[config.mk]
export PLATFORM = sky130hd
export DESIGN_NAME = scan_chain_ctrl
export DESIGN_NICKNAME = d
export VERILOG_FILES = /design/src/rtl/scan_chain_pkg.sv /design/src/rtl/scan_bit_counter.sv /design/src/rtl/scan_chain_ctrl.sv
export SDC_FILE = /design/constraint.sdc
export NUM_CORES = 1
export LEC_CHECK = 0
export CAP_MARGIN = 5
export CORE_MARGIN = 2
export CORE_UTILIZATION = 57
export CTS_CLUSTER_DIAMETER = 60
export CTS_CLUSTER_SIZE = 20
export DETAILED_ROUTE_END_ITERATION = 8
export HOLD_SLACK_MARGIN = 0.08
export PLACE_DENSITY = 0.92
export SETUP_SLACK_MARGIN = 0.3
export SYNTH_ARGS = -nofsm -noshare
export SYNTH_HDL_FRONTEND = slang
export SYNTH_HIERARCHICAL = 1
export SYNTH_SLANG_ARGS = --single-unit
export TNS_END_PERCENT = 10
[constraint.sdc]
create_clock -name CLK -period 4.34 [get_ports CLK]
set_input_delay 0.651 -clock CLK [delete_from_list [all_inputs] [get_ports CLK]]
set_output_delay 0.651 -clock CLK [all_outputs]
set_load 0.02 [all_outputs]
[src/rtl/scan_chain_pkg.sv]
// Shared types and defaults for the scan chain controller.
package scan_chain_pkg;

    localparam int unsigned DEFAULT_CHAIN_LEN = 16;

    typedef enum logic [2:0] {
        IDLE,
        SHIFT_IN,
        CAPTURE,
        SHIFT_OUT,
        DONE
    } state_e;

endpackage

[src/rtl/scan_bit_counter.sv]
// Bit counter for scan shifting: synchronous clear, enable, wrap at terminal count.
module scan_bit_counter #(
    parameter int unsigned CNT_W = 4,
    parameter int unsigned TERM  = 15
) (
    input  logic             CLK,
    input  logic             R,
    input  logic             clr_i,
    input  logic             en_i,
    output logic [CNT_W-1:0] cnt_o,
    output logic [CNT_W-1:0] cnt_nxt_o,
    output logic             tc_o
);

    localparam logic [CNT_W-1:0] TermCnt = CNT_W'(TERM);

    logic [CNT_W-1:0] cnt_q, cnt_d;

    assign tc_o = (cnt_q == TermCnt);

    always_comb begin
        cnt_d = cnt_q;
        if (clr_i) begin
            cnt_d = '0;
        end else if (en_i) begin
            cnt_d = tc_o ? '0 : cnt_q + CNT_W'(1);
        end
    end

    always_ff @(posedge CLK or posedge R) begin
        if (R) begin
            cnt_q <= '0;
        end else begin
            cnt_q <= cnt_d;
        end
    end

    assign cnt_o     = cnt_q;
    assign cnt_nxt_o = cnt_d;

endmodule

[src/rtl/scan_chain_ctrl.sv]
// Drives one scan test: shift pattern in, capture, shift response out, compare under mask.
module scan_chain_ctrl
    import scan_chain_pkg::*;
#(
    parameter int unsigned CHAIN_LEN = DEFAULT_CHAIN_LEN,
    parameter int unsigned CNT_W     = $clog2(CHAIN_LEN)
) (
    input  logic                 CLK,
    input  logic                 R,
    input  logic                 start,
    input  logic [CHAIN_LEN-1:0] pattern_in,
    input  logic [CHAIN_LEN-1:0] expect_in,
    input  logic [CHAIN_LEN-1:0] mask_in,
    input  logic                 SO,
    output logic                 SE,
    output logic                 SI,
    output logic                 busy,
    output logic                 done,
    output logic [CHAIN_LEN-1:0] result,
    output logic                 pass
);

    localparam logic [CNT_W-1:0] TermCnt = CNT_W'(CHAIN_LEN - 1);

    state_e                 state_q, state_d;
    logic [CNT_W-1:0]       cnt_q, cnt_d;
    logic                   tc, accept, cnt_en;
    logic [CHAIN_LEN-1:0]   pattern_q, pattern_d, expect_q, expect_d, mask_q, mask_d;
    logic [CHAIN_LEN-1:0]   result_q, result_d;
    logic                   pass_q, pass_d;
    logic                   se_q, se_d, si_q, si_d, busy_q, busy_d, done_q, done_d;

    assign accept = (state_q == IDLE) && start;
    assign cnt_en = (state_q == SHIFT_IN) || (state_q == SHIFT_OUT);

    scan_bit_counter #(
        .CNT_W (CNT_W),
        .TERM  (CHAIN_LEN - 1)
    ) u_cnt (
        .CLK       (CLK),
        .R         (R),
        .clr_i     (accept),
        .en_i      (cnt_en),
        .cnt_o     (cnt_q),
        .cnt_nxt_o (cnt_d),
        .tc_o      (tc)
    );

    always_comb begin
        state_d = state_q;
        unique case (state_q)
            IDLE:      if (start) state_d = SHIFT_IN;
            SHIFT_IN:  if (tc) state_d = CAPTURE;
            CAPTURE:   state_d = SHIFT_OUT;
            SHIFT_OUT: if (tc) state_d = DONE;
            DONE:      state_d = IDLE;
            default:   state_d = IDLE;
        endcase
    end

    // Outputs are registered from the next-state decode so pins never glitch.
    always_comb begin
        pattern_d = pattern_q;
        expect_d  = expect_q;
        mask_d    = mask_q;
        result_d  = result_q;
        pass_d    = pass_q;
        if (accept) begin
            pattern_d = pattern_in;
            expect_d  = expect_in;
            mask_d    = mask_in;
            pass_d    = 1'b0;
        end
        if (state_q == SHIFT_OUT) begin
            result_d[TermCnt - cnt_q] = SO;
            if (tc) begin
                pass_d = (((result_d ^ expect_q) & mask_q) == '0);
            end
        end
        se_d   = (state_d == SHIFT_IN) || (state_d == SHIFT_OUT);
        si_d   = (state_d == SHIFT_IN) ? pattern_d[TermCnt - cnt_d] : 1'b0;
        busy_d = (state_d != IDLE);
        done_d = (state_d == DONE);
    end

    always_ff @(posedge CLK or posedge R) begin
        if (R) begin
            state_q   <= IDLE;
            pattern_q <= '0;
            expect_q  <= '0;
            mask_q    <= '0;
            result_q  <= '0;
            pass_q    <= 1'b0;
            se_q      <= 1'b0;
            si_q      <= 1'b0;
            busy_q    <= 1'b0;
            done_q    <= 1'b0;
        end else begin
            state_q   <= state_d;
            pattern_q <= pattern_d;
            expect_q  <= expect_d;
            mask_q    <= mask_d;
            result_q  <= result_d;
            pass_q    <= pass_d;
            se_q      <= se_d;
            si_q      <= si_d;
            busy_q    <= busy_d;
            done_q    <= done_d;
        end
    end

    assign SE     = se_q;
    assign SI     = si_q;
    assign busy   = busy_q;
    assign done   = done_q;
    assign result = result_q;
    assign pass   = pass_q;

endmodule

# After elaboration in Yosys (flattened, before gate mapping)
# Cells that the tools add are included.
# op_classes
n_mux	17
bitwise_logic	2
addsub	3
magnitude_cmp	3
n_reduce_logical	7
n_eq_ne	7
# op_table
cell	count
AND 16 bit	1
bitwise mux 16 bit	1
logical NOT 16 bit	1
2-to-1 mux 16 bit	1
bitwise XOR 16 bit	1
2-to-1 mux 4 bit	3
case mux 3 bit (4 select lines)	1
less-than comparator 4 x 5 -> 1 bit (second input constant)	2
== test 3 x 2 -> 1 bit (second input constant)	3
2-to-1 mux 3 bit	3
subtractor 4 bit (first input constant)	2
== test 3 x 1 -> 1 bit (second input constant)	2
2-to-1 mux 1 bit	6
adder 4 x 1 -> 4 bit (second input constant)	1
binary-select mux 1 bit (select 4 bit)	1
demux 1 bit (select 4 bit)	1
== test 4 bit (second input constant)	1
greater-or-equal comparator 4 x 1 -> 1 bit (second input constant)	1
== test 3 bit (second input constant)	1
logical NOT 3 bit	1
nonzero test 3 bit	1
logical AND 1 bit	2
logical OR 1 bit	2
# totals
in_bits	52
register_bits	76
elab_cells	50

# Depth between registers and ports, before layout
# Gate-level depths: netlist of the first run.
# logic_depth
depth_word	11
ltp_mapped	10
ltp_nobuf	9

# Modules after synthesis
# The synthesis of the first run kept the hierarchy.
# by_module_without_submodules
mod	area_each_um2	cells_per_inst	n_inst	seq_area_each_um2
scan_chain_ctrl	3803.6	311	1	1801.7
scan_bit_counter	200.2	20	1	100.1

# Worst setup path after synthesis of the first run
# No wires, ideal clock.
# synth_path
kind	input -> register
from	input port start
to	register si_q, in the netlist SI
setup_slack_ns	1.923
path_stages	9
n_path_buf	2
arrival_ns	2.289
cell_sequence	nor4b_4 > buf_4 > buf_2 > nor2_1 > or2_2 > o22ai_1 > nor2_1 > o31ai_1 > nor3_1
# synth_via
elab_chain_cells	6
elab_cells_between_ends	10
classes_between	1 x add/sub; 1 x eq/ne; 7 x mux; 1 x reduce/logical
# synth_rtl
element	line	rtl
start, declared	scan_chain_ctrl.sv:10	input logic start,
logical AND 1 bit	scan_chain_ctrl.sv:33	assign accept = (state_q == IDLE) && start;
named net accept	scan_chain_ctrl.sv:27	logic tc, accept, cnt_en;
2-to-1 mux 4 bit	scan_bit_counter.sv:23	if (clr_i) begin
named net cnt_d[0]	scan_chain_ctrl.sv:26	logic [CNT_W-1:0] cnt_q, cnt_d;
subtractor 4 bit	scan_chain_ctrl.sv:81	si_d = (state_d == SHIFT_IN) ? pattern_d[TermCnt - cnt_d] : 1'b0;
binary-select mux 1 bit (select 4 bit)	scan_chain_ctrl.sv:81	
2-to-1 mux 1 bit (not written as such)	scan_chain_ctrl.sv:81	
2-to-1 mux 1 bit	scan_chain_ctrl.sv:81	
named net si_d	scan_chain_ctrl.sv:31	logic se_q, se_d, si_q, si_d, busy_q, busy_d, done_q, done_d;
end signal, assigned	scan_chain_ctrl.sv:106	si_q <= si_d;
end, declared	scan_chain_ctrl.sv:31	
# The timed path passes the listed nets, and every way through them passes these cells. The select of a mux whose other input is x is not followed.
# A chain may end at the register's enable or synchronous reset.

# Worst setup path in the final report of the first run
# layout_path
from	register u_cnt.cnt_q[0], in the netlist u_cnt/cnt_o[0]
to	register pass_q, in the netlist pass
# layout_via
elab_cells_between_ends	13
classes_between	1 x add/sub; 2 x order compare; 1 x eq/ne; 5 x mux; 2 x bitwise; 2 x reduce/logical
# layout_lines
element	line	rtl
start, declared	scan_bit_counter.sv:17	logic [CNT_W-1:0] cnt_q, cnt_d;
start signal, assigned	scan_bit_counter.sv:34	cnt_q <= cnt_d;
== test 4 bit	scan_bit_counter.sv:19	assign tc_o = (cnt_q == TermCnt);
named net tc	scan_chain_ctrl.sv:27	
2-to-1 mux 1 bit	scan_chain_ctrl.sv:76	if (tc) begin
2-to-1 mux 1 bit	scan_chain_ctrl.sv:74	if (state_q == SHIFT_OUT) begin
named net pass_d	scan_chain_ctrl.sv:30	logic pass_q, pass_d;
end signal, assigned	scan_chain_ctrl.sv:104	pass_q <= pass_d;
end, declared	scan_chain_ctrl.sv:30	
# The timed path passes the listed nets, and every way through them passes these cells.

==> results of run 1 <==
-- registers in the layout, summed over array words and instances (netlist names) --
signal       cells
u_cnt/cnt_o      4
SE               1
done             1
mask_q          16
result          16
SI               1
expect_q        16
pass             1
pattern_q       16
state_q          3
busy             1
-- Yosys cell counts, types with 2 or more instances --
cell type,n
sky130_fd_sc_hd__dfrtp_1,76
sky130_fd_sc_hd__mux2_2,63
sky130_fd_sc_hd__nand2_1,23
sky130_fd_sc_hd__mux2i_1,14
sky130_fd_sc_hd__nor2_1,13
sky130_fd_sc_hd__nor3_1,11
sky130_fd_sc_hd__nor3b_1,10
sky130_fd_sc_hd__o21ai_0,8
sky130_fd_sc_hd__o22ai_1,8
sky130_fd_sc_hd__clkbuf_1,7
sky130_fd_sc_hd__nand3_1,7
sky130_fd_sc_hd__xnor2_1,7
sky130_fd_sc_hd__buf_6,6
sky130_fd_sc_hd__nand2b_1,6
sky130_fd_sc_hd__nand4_1,5
sky130_fd_sc_hd__a22oi_1,4
sky130_fd_sc_hd__and3b_1,4
sky130_fd_sc_hd__inv_1,4
sky130_fd_sc_hd__nor4b_4,4
sky130_fd_sc_hd__nor4bb_1,4
sky130_fd_sc_hd__and2_1,3
sky130_fd_sc_hd__and4b_1,3
sky130_fd_sc_hd__and4bb_2,3
sky130_fd_sc_hd__buf_2,3
sky130_fd_sc_hd__buf_4,3
sky130_fd_sc_hd__nand4b_1,3
sky130_fd_sc_hd__a31oi_1,2
sky130_fd_sc_hd__nor2b_1,2
sky130_fd_sc_hd__o211ai_1,2
sky130_fd_sc_hd__xor2_1,2
-- layout make-up --
cell class / count / area share
clock buffer: 10 / 0.0278
clock inverter: 6 / 0.0144
inverter: 4 / 0.00303
multi-input combinational: 231 / 0.394
sequential: 76 / 0.384
tap: 96 / 0.0243
timing repair buffer: 76 / 0.152
-- cells by family after synthesis --
| logic type | Yosys count |
|---|---|
| and+or+nand+nor | 114 |
| muxes | 77 |
| DFF | 76 |
| AOI/OAI and AO/OA | 30 |
| buffers and inverters | 24 |
| xor gates and xnor gates | 9 |
| adders and majority gates | 1 |
-- per-layer routing --
metal  global-route usage  vias up
met5                    0        -
met4               0.0965        0
met3               0.0490       15
met2                0.372       90
met1                0.327     1461
li1                     -     1355
-- how the worst max path moves through the flow --
stage | startpoint | endpoint | slack [ps] | cells after the start
4_1_cts | u_cnt/cnt_o[0]$_DFF_PP0_ | pass$_DFF_PP0_ | 1270 | 8
3_5_place_dp | start | SI$_DFF_PP0_ | 1180 | 8
5_1_grt | u_cnt/cnt_o[0]$_DFF_PP0_ | pass$_DFF_PP0_ | 1060 | 8
6_report | u_cnt/cnt_o[0]$_DFF_PP0_ | pass$_DFF_PP0_ | 1280 | 8
2_1_floorplan | R | SE$_DFF_PP0_ | 1860 | 1
3_3_place_gp | start | SI$_DFF_PP0_ | 1230 | 8
-- per-stage QoR --
stage / setup slack [ps] / utilization / cells / power, mW
after global routing: 1060 / 0.728 / 499 / 3.84
after floorplan: 1860 / - / 331 / 2.57
final: 1280 / 0.728 / 499 / 3.60
after CTS: 1270 / 0.728 / 499 / 3.60
after global placement: 1230 / 0.698 / 483 / 2.95
after detailed placement: 1180 / 0.698 / 483 / 3.03
-- worst max-delay path: stages (launching register included) --
cell                      delay (ps)
sky130_fd_sc_hd__dfrtp_1        1020
sky130_fd_sc_hd__ha_1            350
sky130_fd_sc_hd__and3_1          170
sky130_fd_sc_hd__nand2_1         150
sky130_fd_sc_hd__nor3b_2         270
sky130_fd_sc_hd__nor4b_2         270
sky130_fd_sc_hd__nand4_1         110
sky130_fd_sc_hd__or4_1           510
sky130_fd_sc_hd__o21ai_1         140
-- power by group through the flow --
stage                     clock (mW)  combinational, mW  sequential [mW]
after floorplan                    0               1.21             1.36
after global placement             0               1.51             1.44
after detailed placement           0               1.55             1.47
after CTS                      0.567               1.57             1.46
after global routing           0.601               1.72             1.52
final                          0.556               1.57             1.47
==> results.yml, run 1 <==
cells_and_area:
  number_of_inserted_diodes: 0
  area.sequential_mm2: 0.00190
  finalInstanceArea_mm2: 0.00495
  fraction_of_final_layout_cells_sized_beyond_drive_strength_1: 0.246
  multi_input_area_mm2: 0.00195
  fillCellCount: 440
  nets: 451
  layout_commonest_cell: "sky130_fd_sc_hd__dfrtp_1"
  area_growth_pct: 23.6
  mostFrequentLayoutCells: "sky130_fd_sc_hd__dfrtp_1, sky130_fd_sc_hd__clkdlybuf4s50_1, sky130_fd_sc_hd__mux2_2"
power:
  cell_internal_pwr_mw: 2.19
  power.clock.fraction: 0.155
  leakage_nw: 1.98
  p_sw_mw: 1.41
  p_comb_frac: 0.437
  power.share.sequential: 0.409
  power.density_cell_area_mw_per_mm2: 727
  switching_share: 0.391
  vdd_drop_max_mv: 0.450
cts:
  clk_pin_slew_ps: 80
  cts.hold.buffers_added: 0
  clock_tree.htree_level_count: 3
  clock_net_sink_count: 76
  cts-resized-gates: 0
  numCtsBuffers: 9
  clockRootBuffer: "sky130_fd_sc_hd__clkbuf_8"
  cts.path.max_buffers: 2
  clk_latency_ps: 350
  tritoncts: "built"
  cts.repair_timing.setup_buffer_count: 0
timing:
  final-max-slew-violation-count: 0
  final-hold-violation-count: 0
  min_clock_period_post_route_ps: 3060
  timing.final.crit_share: 0.706
  setup-tns-final_ps: 0
  worstMarginPinSlew_ps: 1020
  fin_worst_hold_slack_ps: 510
  final_setup_viols: 0
  rsz_0062_raised_after_global_routing: "no"
  timing.max_slew.rel_slack: 0.318
  clock.fmax_ghz: 0.326
  clock_skews_ps: 7.85
yosys:
  synthesis.area_mm2: 0.00400
  synthMuxAreaShare: 0.212
  yosys.area.top_type: "sky130_fd_sc_hd__dfrtp_1"
  synth_top_flop_cell: "sky130_fd_sc_hd__dfrtp_1"
  mean_post_synth_cell_area_um2: 12.1
  synth.area.top_cells: "sky130_fd_sc_hd__dfrtp_1, sky130_fd_sc_hd__mux2_2, sky130_fd_sc_hd__mux2i_1"
  synth_xor_xnor_area_share: 0.0197
  area_share_of_the_largest_cell_type_after_synthesis: 0.475
  synth_compound_gate_area_share: 0.0475
  synth.distinct_cells: 51
  postSynthRegisterBits: 76
  post_synth_inst_count: 331
  postSynthNetCount: 384
  synth.yosys.warnings: 6
  yosys.area_share.simple: 0.205
  synthArstFlopShare: 1.00
  part_of_the_yosys_area_used_for_sequential_elements: 0.475
  edff_count_synth: 0
  synth_top_family_by_area: "multiplexers"
  synth-adder-area-share: 0.00313
min_path:
  worst_hold_startpoint: "pattern_q[15]$_DFF_PP0_"
  hold_path.class: "reg -> reg"
  worstHoldEndpoint: "pattern_q[15]$_DFF_PP0_"
  hold_depth: 1
setup_path:
  critPathRequiredTime_ps: 4620
  worst_setup_path_start_kind: "flop"
  worst_ep_arrival_time_ps: 3340
  setup.worst_path.end_class: "flop"
  worstReg2RegEnd: "pass$_DFF_PP0_"
  worst-r2r-cell-count: 8
  timing.setup.critical_path_class: "reg -> reg"
  critPathMaxFanout: 25
  r2r-start: "u_cnt/cnt_o[0]$_DFF_PP0_"
  reg2reg_setup_slack_ps: 1280
placement:
  detailed_place_hpwl_um: 5810
  gp_routability_congestion: 0.812
  placement.cell_area_mm2: 0.00474
  port_buffers: 72
detailed_routing:
  viasPerCell: 5.85
  route.antenna.remaining_nets: 0
  drt-initial-drc-count: 201
  dr.pass1.iters: 4
  wl_met2_um: 4180
  post_drt_wl_per_cell_um: 16.9
  wl_um: 8420
  top_signal_layer_used: "met4"
  post-route-drc-count: 0
  wirelength_met1_um: 3680
  via_count: 2921
  wl_met3_um: 425
die:
  die_height_um: 87.8
  initial_core_util: 0.589
  die_width_um: 87.8
  core_mm2: 0.00679
  cell_row_count: 30
  die_area_mm2: 0.00771
  io-pin-count: 73
grt:
  first_global_vias: 2927
  grtUsageTotal: 0.238
  globalRouteOverflowTotal: 0
  grt_pass1_wl_um: 14000
  grt_start_max_net_pins: 51
  antenna_found_initial: 0
run_status:
  run_status: "complete, no violations"
job:
  max_cap_viol_count: 0
Power figures use the tool's default switching activity.
==> run 2, diff against run 1 <==
--- a/config.mk
+++ b/config.mk
@@ -7,12 +7,12 @@
 export LEC_CHECK = 0
 export CAP_MARGIN = 5
 export CORE_MARGIN = 2
-export CORE_UTILIZATION = 57
+export CORE_UTILIZATION = 53
 export CTS_CLUSTER_DIAMETER = 60
 export CTS_CLUSTER_SIZE = 20
 export DETAILED_ROUTE_END_ITERATION = 8
 export HOLD_SLACK_MARGIN = 0.08
-export PLACE_DENSITY = 0.92
+export PLACE_DENSITY = 0.87
 export SETUP_SLACK_MARGIN = 0.3
 export SYNTH_ARGS = -nofsm -noshare
 export SYNTH_HDL_FRONTEND = slang
==> constraint.sdc (replaced) <==
create_clock -name CLK -period 3.2 [get_ports CLK]
set_input_delay 0.48 -clock CLK [delete_from_list [all_inputs] [get_ports CLK]]
set_output_delay 0.48 -clock CLK [all_outputs]
set_load 0.02 [all_outputs]
==> results.yml, run 2 (synthesized netlist as in run 1, its figures left out) <==
setup_path:
  timing.critical_path.slowest_stage_cell: "sky130_fd_sc_hd__dfrtp_1"
  worst_ep_arrival_time_ps: 2950
  crit_chain: "buf_4 -> and4b_4 -> nor3_1 -> nor4b_2 -> nand4_1 -> or4_1 -> o21ai_1"
  reg2reg_setup_slack_ps: 520
  critPathRequiredTime_ps: 3470
  r2r-start: "u_cnt/cnt_o[2]$_DFF_PP0_"
  critPathMaxFanout: 17
  worstReg2RegEnd: "pass$_DFF_PP0_"
  worstSetupStartpoint: "u_cnt/cnt_o[2]$_DFF_PP0_"
  critPathTopFamily: "simple AND/OR/NAND/NOR gates"
  worst_setup_path_start_kind: "flop"
  cpPeakStageDelay_ps: 720
  timing.critical_path.buf_inv: 1
  setup.worst_path.end_class: "flop"
  timing.setup.critical_path_class: "reg -> reg"
  worst-r2r-cell-count: 7
timing:
  timing.max_slew.rel_slack: 0.610
  final-max-slew-violation-count: 0
  final_setup_viols: 0
  rsz_0062_raised_after_global_routing: "no"
  clock.fmax_ghz: 0.373
  worstMarginPinSlew_ps: 586
  final-hold-violation-count: 0
  timing.final.crit_share: 0.837
  setup-tns-final_ps: 0
  fin_worst_hold_slack_ps: 407
  min_clock_period_post_route_ps: 2680
  clock_skews_ps: 8.92
cts:
  clock_net_sink_count: 76
  tritoncts: "built"
  clock_tree.htree_level_count: 3
  clk_latency_ps: 350
  clockRootBuffer: "sky130_fd_sc_hd__clkbuf_8"
  cts.hold.buffers_added: 0
  cts.path.max_buffers: 2
  cts.repair_timing.setup_buffer_count: 0
  clk_pin_slew_ps: 80
  cts-resized-gates: 0
  numCtsBuffers: 9
detailed_routing:
  post-route-drc-count: 0
  wl_um: 8520
  viasPerCell: 5.73
  post_drt_wl_per_cell_um: 16.7
  dr.pass1.iters: 4
  via_count: 2924
  route.antenna.remaining_nets: 0
  drt-initial-drc-count: 182
grt:
  globalRouteOverflowTotal: 0
  grt_start_max_net_pins: 35
  grt_pass1_wl_um: 14200
  antenna_found_initial: 0
  first_global_vias: 2960
  grtUsageTotal: 0.217
power:
  power.clock.fraction: 0.139
  cell_internal_pwr_mw: 2.95
  power.density_cell_area_mw_per_mm2: 969
  leakage_nw: 2.01
  p_sw_mw: 1.87
  p_comb_frac: 0.484
  power.share.sequential: 0.377
  vdd_drop_max_mv: 0.480
  switching_share: 0.388
cells_and_area:
  fraction_of_final_layout_cells_sized_beyond_drive_strength_1: 0.258
  layout.cells.non_filler: 510
  finalInstanceArea_mm2: 0.00498
  layout_commonest_cell: "sky130_fd_sc_hd__dfrtp_1"
  number_of_inserted_diodes: 0
  area_growth_pct: 24.4
  fillCellCount: 553
  nets: 459
  final_util: 0.683
  mostFrequentLayoutCells: "sky130_fd_sc_hd__dfrtp_1, sky130_fd_sc_hd__clkdlybuf4s50_1, sky130_fd_sc_hd__mux2_2"
die:
  core_mm2: 0.00729
  die_area_mm2: 0.00827
  io-pin-count: 73
  die_width_um: 90.9
  initial_core_util: 0.549
  die_height_um: 90.9
  cell_row_count: 31
run_status:
  run_status: "complete, no violations"
min_path:
  hold_path.class: "in -> async"
placement:
  gp_routability_congestion: 0.847
  port_buffers: 72
  post-place-cells: 494
  detailed_place_hpwl_um: 6170
  placement.cell_area_mm2: 0.00480
job:
  max_cap_viol_count: 0
==> run 2: cell count changes in the layout (fill, tap and decap cells not counted), sizes merged <==
cell	change
bufinv	-1
inv	-1
clkbuf	+2
clkinvlp	-2
buf	+8
clkinv	+2
==> run 2: final cells by class <==
| type | count | area [um^2] | share of cell area |
|---|---|---|---|
| inverter | 4 | 15.0 | 0.00301 |
| timing repair buffer | 84 | 811 | 0.163 |
| sequential | 76 | 1900 | 0.382 |
| clock buffer | 12 | 155 | 0.0311 |
| clock inverter | 4 | 23.8 | 0.00477 |
| tap | 99 | 124 | 0.0249 |
| multi-input combinational | 231 | 1950 | 0.392 |
==> run 2: worst register-to-register path: stages, from the launching register on <==
cell and delay, ps:
sky130_fd_sc_hd__dfrtp_1 720, sky130_fd_sc_hd__buf_4 310, sky130_fd_sc_hd__and4b_4 290, sky130_fd_sc_hd__nor3_1 70, sky130_fd_sc_hd__nor4b_2 370, sky130_fd_sc_hd__nand4_1 160, sky130_fd_sc_hd__or4_1 520, sky130_fd_sc_hd__o21ai_1 160
==> run 2: power groups by stage <==
stage	sequential, mW	clock, mW	combinational (mW)
6_report	1.82	0.672	2.34
5_1_grt	1.88	0.735	2.54
4_1_cts	1.82	0.683	2.34
3_5_place_dp	1.83	0	2.32
3_3_place_gp	1.80	0	2.24
2_1_floorplan	1.84	0	1.64
==> run 2: worst max path at each step <==
stage | endpoint | slack, ps | cells past startpoint
2_1_floorplan | SI$_DFF_PP0_ | 840 | 10
5_1_grt | pass$_DFF_PP0_ | 390 | 7
6_report | pass$_DFF_PP0_ | 520 | 7
3_5_place_dp | SI$_DFF_PP0_ | 410 | 9
3_3_place_gp | SI$_DFF_PP0_ | 510 | 9
4_1_cts | pass$_DFF_PP0_ | 570 | 7
==> run 2: per-stage QoR <==
step / setup WS, ps / total power [mW]
finish: 520 / 4.83
global route: 389 / 5.15
CTS: 567 / 4.84
detailed placement: 407 / 4.16
global placement: 513 / 4.03
floorplan: 838 / 3.48
==> run 2: per-layer routing <==
layer | global-route usage | part of all wire | routed length [um] | vias up
met4 | 0.0909 | 0.023 | 200 | 0
met1 | 0.279 | 0.44 | 3750 | 1448
met3 | 0.0492 | 0.045 | 381 | 20
met5 | 0 | 0 | 0 | -
li1 | - | - | - | 1362
met2 | 0.353 | 0.49 | 4180 | 94
==> run 3, diff against run 2 <==
==> constraint.sdc (replaced) <==
create_clock -name CLK -period 2.5 [get_ports CLK]
set_input_delay 0.375 -clock CLK [delete_from_list [all_inputs] [get_ports CLK]]
set_output_delay 0.375 -clock CLK [all_outputs]
set_load 0.02 [all_outputs]
==> results.yml, run 3 (synthesized netlist as in run 1, its figures left out) <==
grt:
  grt_start_max_net_pins: 44
  grtUsageTotal: 0.216
  antenna_found_initial: 0
  first_global_vias: 2957
  globalRouteOverflowTotal: 0
  grt_pass1_wl_um: 14200
placement:
  detailed_place_hpwl_um: 6270
  port_buffers: 72
  post-place-cells: 499
  gp_routability_congestion: 0.832
run_status:
  run_status: "complete, no violations"
die:
  die_area_mm2: 0.00827
  core_mm2: 0.00729
  initial_core_util: 0.549
  die_width_um: 90.9
  cell_row_count: 31
  die_height_um: 90.9
  io-pin-count: 73
timing:
  timing.max_slew.rel_slack: 0.588
  clock_skews_ps: 11.7
  clock.fmax_ghz: 0.436
  setup-tns-final_ps: 0
  rsz_0062_raised_after_global_routing: "yes"
  worstMarginPinSlew_ps: 613
  min_clock_period_post_route_ps: 2290
  fin_worst_hold_slack_ps: 311
  timing.final.crit_share: 0.916
  final_setup_viols: 0
  final-max-slew-violation-count: 0
  final-hold-violation-count: 0
cts:
  cts.hold.buffers_added: 0
  clock_tree.htree_level_count: 3
  clk_latency_ps: 350
  clock_net_sink_count: 76
  clockRootBuffer: "sky130_fd_sc_hd__clkbuf_8"
  clk_pin_slew_ps: 80
  tritoncts: "built"
  cts.path.max_buffers: 2
  numCtsBuffers: 9
detailed_routing:
  drt-initial-drc-count: 231
  post-route-drc-count: 0
  wl_um: 9420
  viasPerCell: 5.75
  post_drt_wl_per_cell_um: 17.8
  route.antenna.remaining_nets: 0
  dr.pass1.iters: 5
  via_count: 3046
cells_and_area:
  multi_input_area_mm2: 0.00203
  fillCellCount: 483
  area_growth_pct: 33.6
  nets: 479
  final_util: 0.734
  number_of_inserted_diodes: 0
  fraction_of_final_layout_cells_sized_beyond_drive_strength_1: 0.332
  mostFrequentLayoutCells: "sky130_fd_sc_hd__dfrtp_1, sky130_fd_sc_hd__clkdlybuf4s50_1, sky130_fd_sc_hd__mux2_2"
  area.sequential_mm2: 0.00191
  layout.cells.non_filler: 530
setup_path:
  critPathMaxFanout: 6
  timing.setup.critical_path_class: "reg -> reg"
  worst_ep_arrival_time_ps: 2520
  critPathRequiredTime_ps: 2730
  worst_setup_path_start_kind: "flop"
  setup.worst_path.end_class: "flop"
power:
  power.share.sequential: 0.341
  power.density_cell_area_mw_per_mm2: 1280
  leakage_nw: 2.18
  switching_share: 0.384
  p_comb_frac: 0.520
  cell_internal_pwr_mw: 4.23
  power.clock.fraction: 0.139
  p_sw_mw: 2.64
  vdd_drop_max_mv: 0.587
min_path:
  hold_path.class: "in -> async"
job:
  max_cap_viol_count: 0
[run 3: area by class of cell]
cell class	instances	share of cell area
clock inverter	4	0.00889
clock buffer	12	0.0290
timing repair buffer	104	0.200
inverter	4	0.00281
multi-input combinational	231	0.380
sequential	76	0.356
tap	99	0.0232
[run 3: power by group through the flow]
| stage | Combinational [mW] | Sequential [mW] | Clock [mW] |
|---|---|---|---|
| finish | 3.57 | 2.34 | 0.957 |
| global route | 3.82 | 2.42 | 1.03 |
| CTS | 3.08 | 2.33 | 0.975 |
| detailed placement | 3.06 | 2.35 | 0 |
| global placement | 2.97 | 2.30 | 0 |
| floorplan | 2.12 | 2.36 | 0 |
[run 3: worst max-delay path: stages (launching register included)]
cell,delay [ps]
sky130_fd_sc_hd__dfrtp_1,410
sky130_fd_sc_hd__buf_4,150
sky130_fd_sc_hd__nor2b_4,190
sky130_fd_sc_hd__nand2_1,100
sky130_fd_sc_hd__xor2_1,180
sky130_fd_sc_hd__nor2_2,260
sky130_fd_sc_hd__nand2_1,190
sky130_fd_sc_hd__o22ai_2,220
sky130_fd_sc_hd__nor2_1,80
sky130_fd_sc_hd__o31ai_1,300
sky130_fd_sc_hd__nor3_1,90
[run 3: per-layer routing]
| metal | up-vias | global-route usage | share of wire | wire (um) |
|---|---|---|---|---|
| met5 | - | 0 | 0 | 0 |
| met4 | 0 | 0.0922 | 0.020 | 190 |
| met3 | 16 | 0.0367 | 0.055 | 515 |
| met2 | 116 | 0.366 | 0.52 | 4920 |
| met1 | 1508 | 0.273 | 0.40 | 3800 |
| li1 | 1406 | - | - | - |
[run 3: metrics by stage]
stage / power [mW] / setup WS (ps) / cell area (um^2)
6_report: 6.87 / 209 / 5350
5_1_grt: 7.27 / 42.7 / 5350
4_1_cts: 6.39 / 259 / 5080
3_5_place_dp: 5.40 / 95.5 / 4860
3_3_place_gp: 5.26 / 176 / 4860
2_1_floorplan: 4.48 / 300 / 4020
[run 3: repair_timing]
action	CTS	global route
cloned	0	4
endpoints found under the setup margin	2	2
setup buffers	1	10
gates resized for setup	4	24
endpoints found under the hold margin	0	0
pin swaps	3	11
[run 3: worst paths after layout]
check | start | endpoint | slack [ps] | cells past startpoint
max in group asynchronous | R | result[10]$_DFFE_PP0N_ | 1540 | 3
worst min register to register | pass$_DFF_PP0_ | pass$_DFF_PP0_ | 500 | 2
worst max register to register | state_q[2]$_DFF_PP0_ | SI$_DFF_PP0_ | 210 | 10
min in group CLK | pass$_DFF_PP0_ | pass$_DFF_PP0_ | 500 | 2
worst max-delay path | state_q[2]$_DFF_PP0_ | SI$_DFF_PP0_ | 210 | 10
worst min-delay path | R | u_cnt/cnt_o[2]$_DFF_PP0_ | 310 | 2
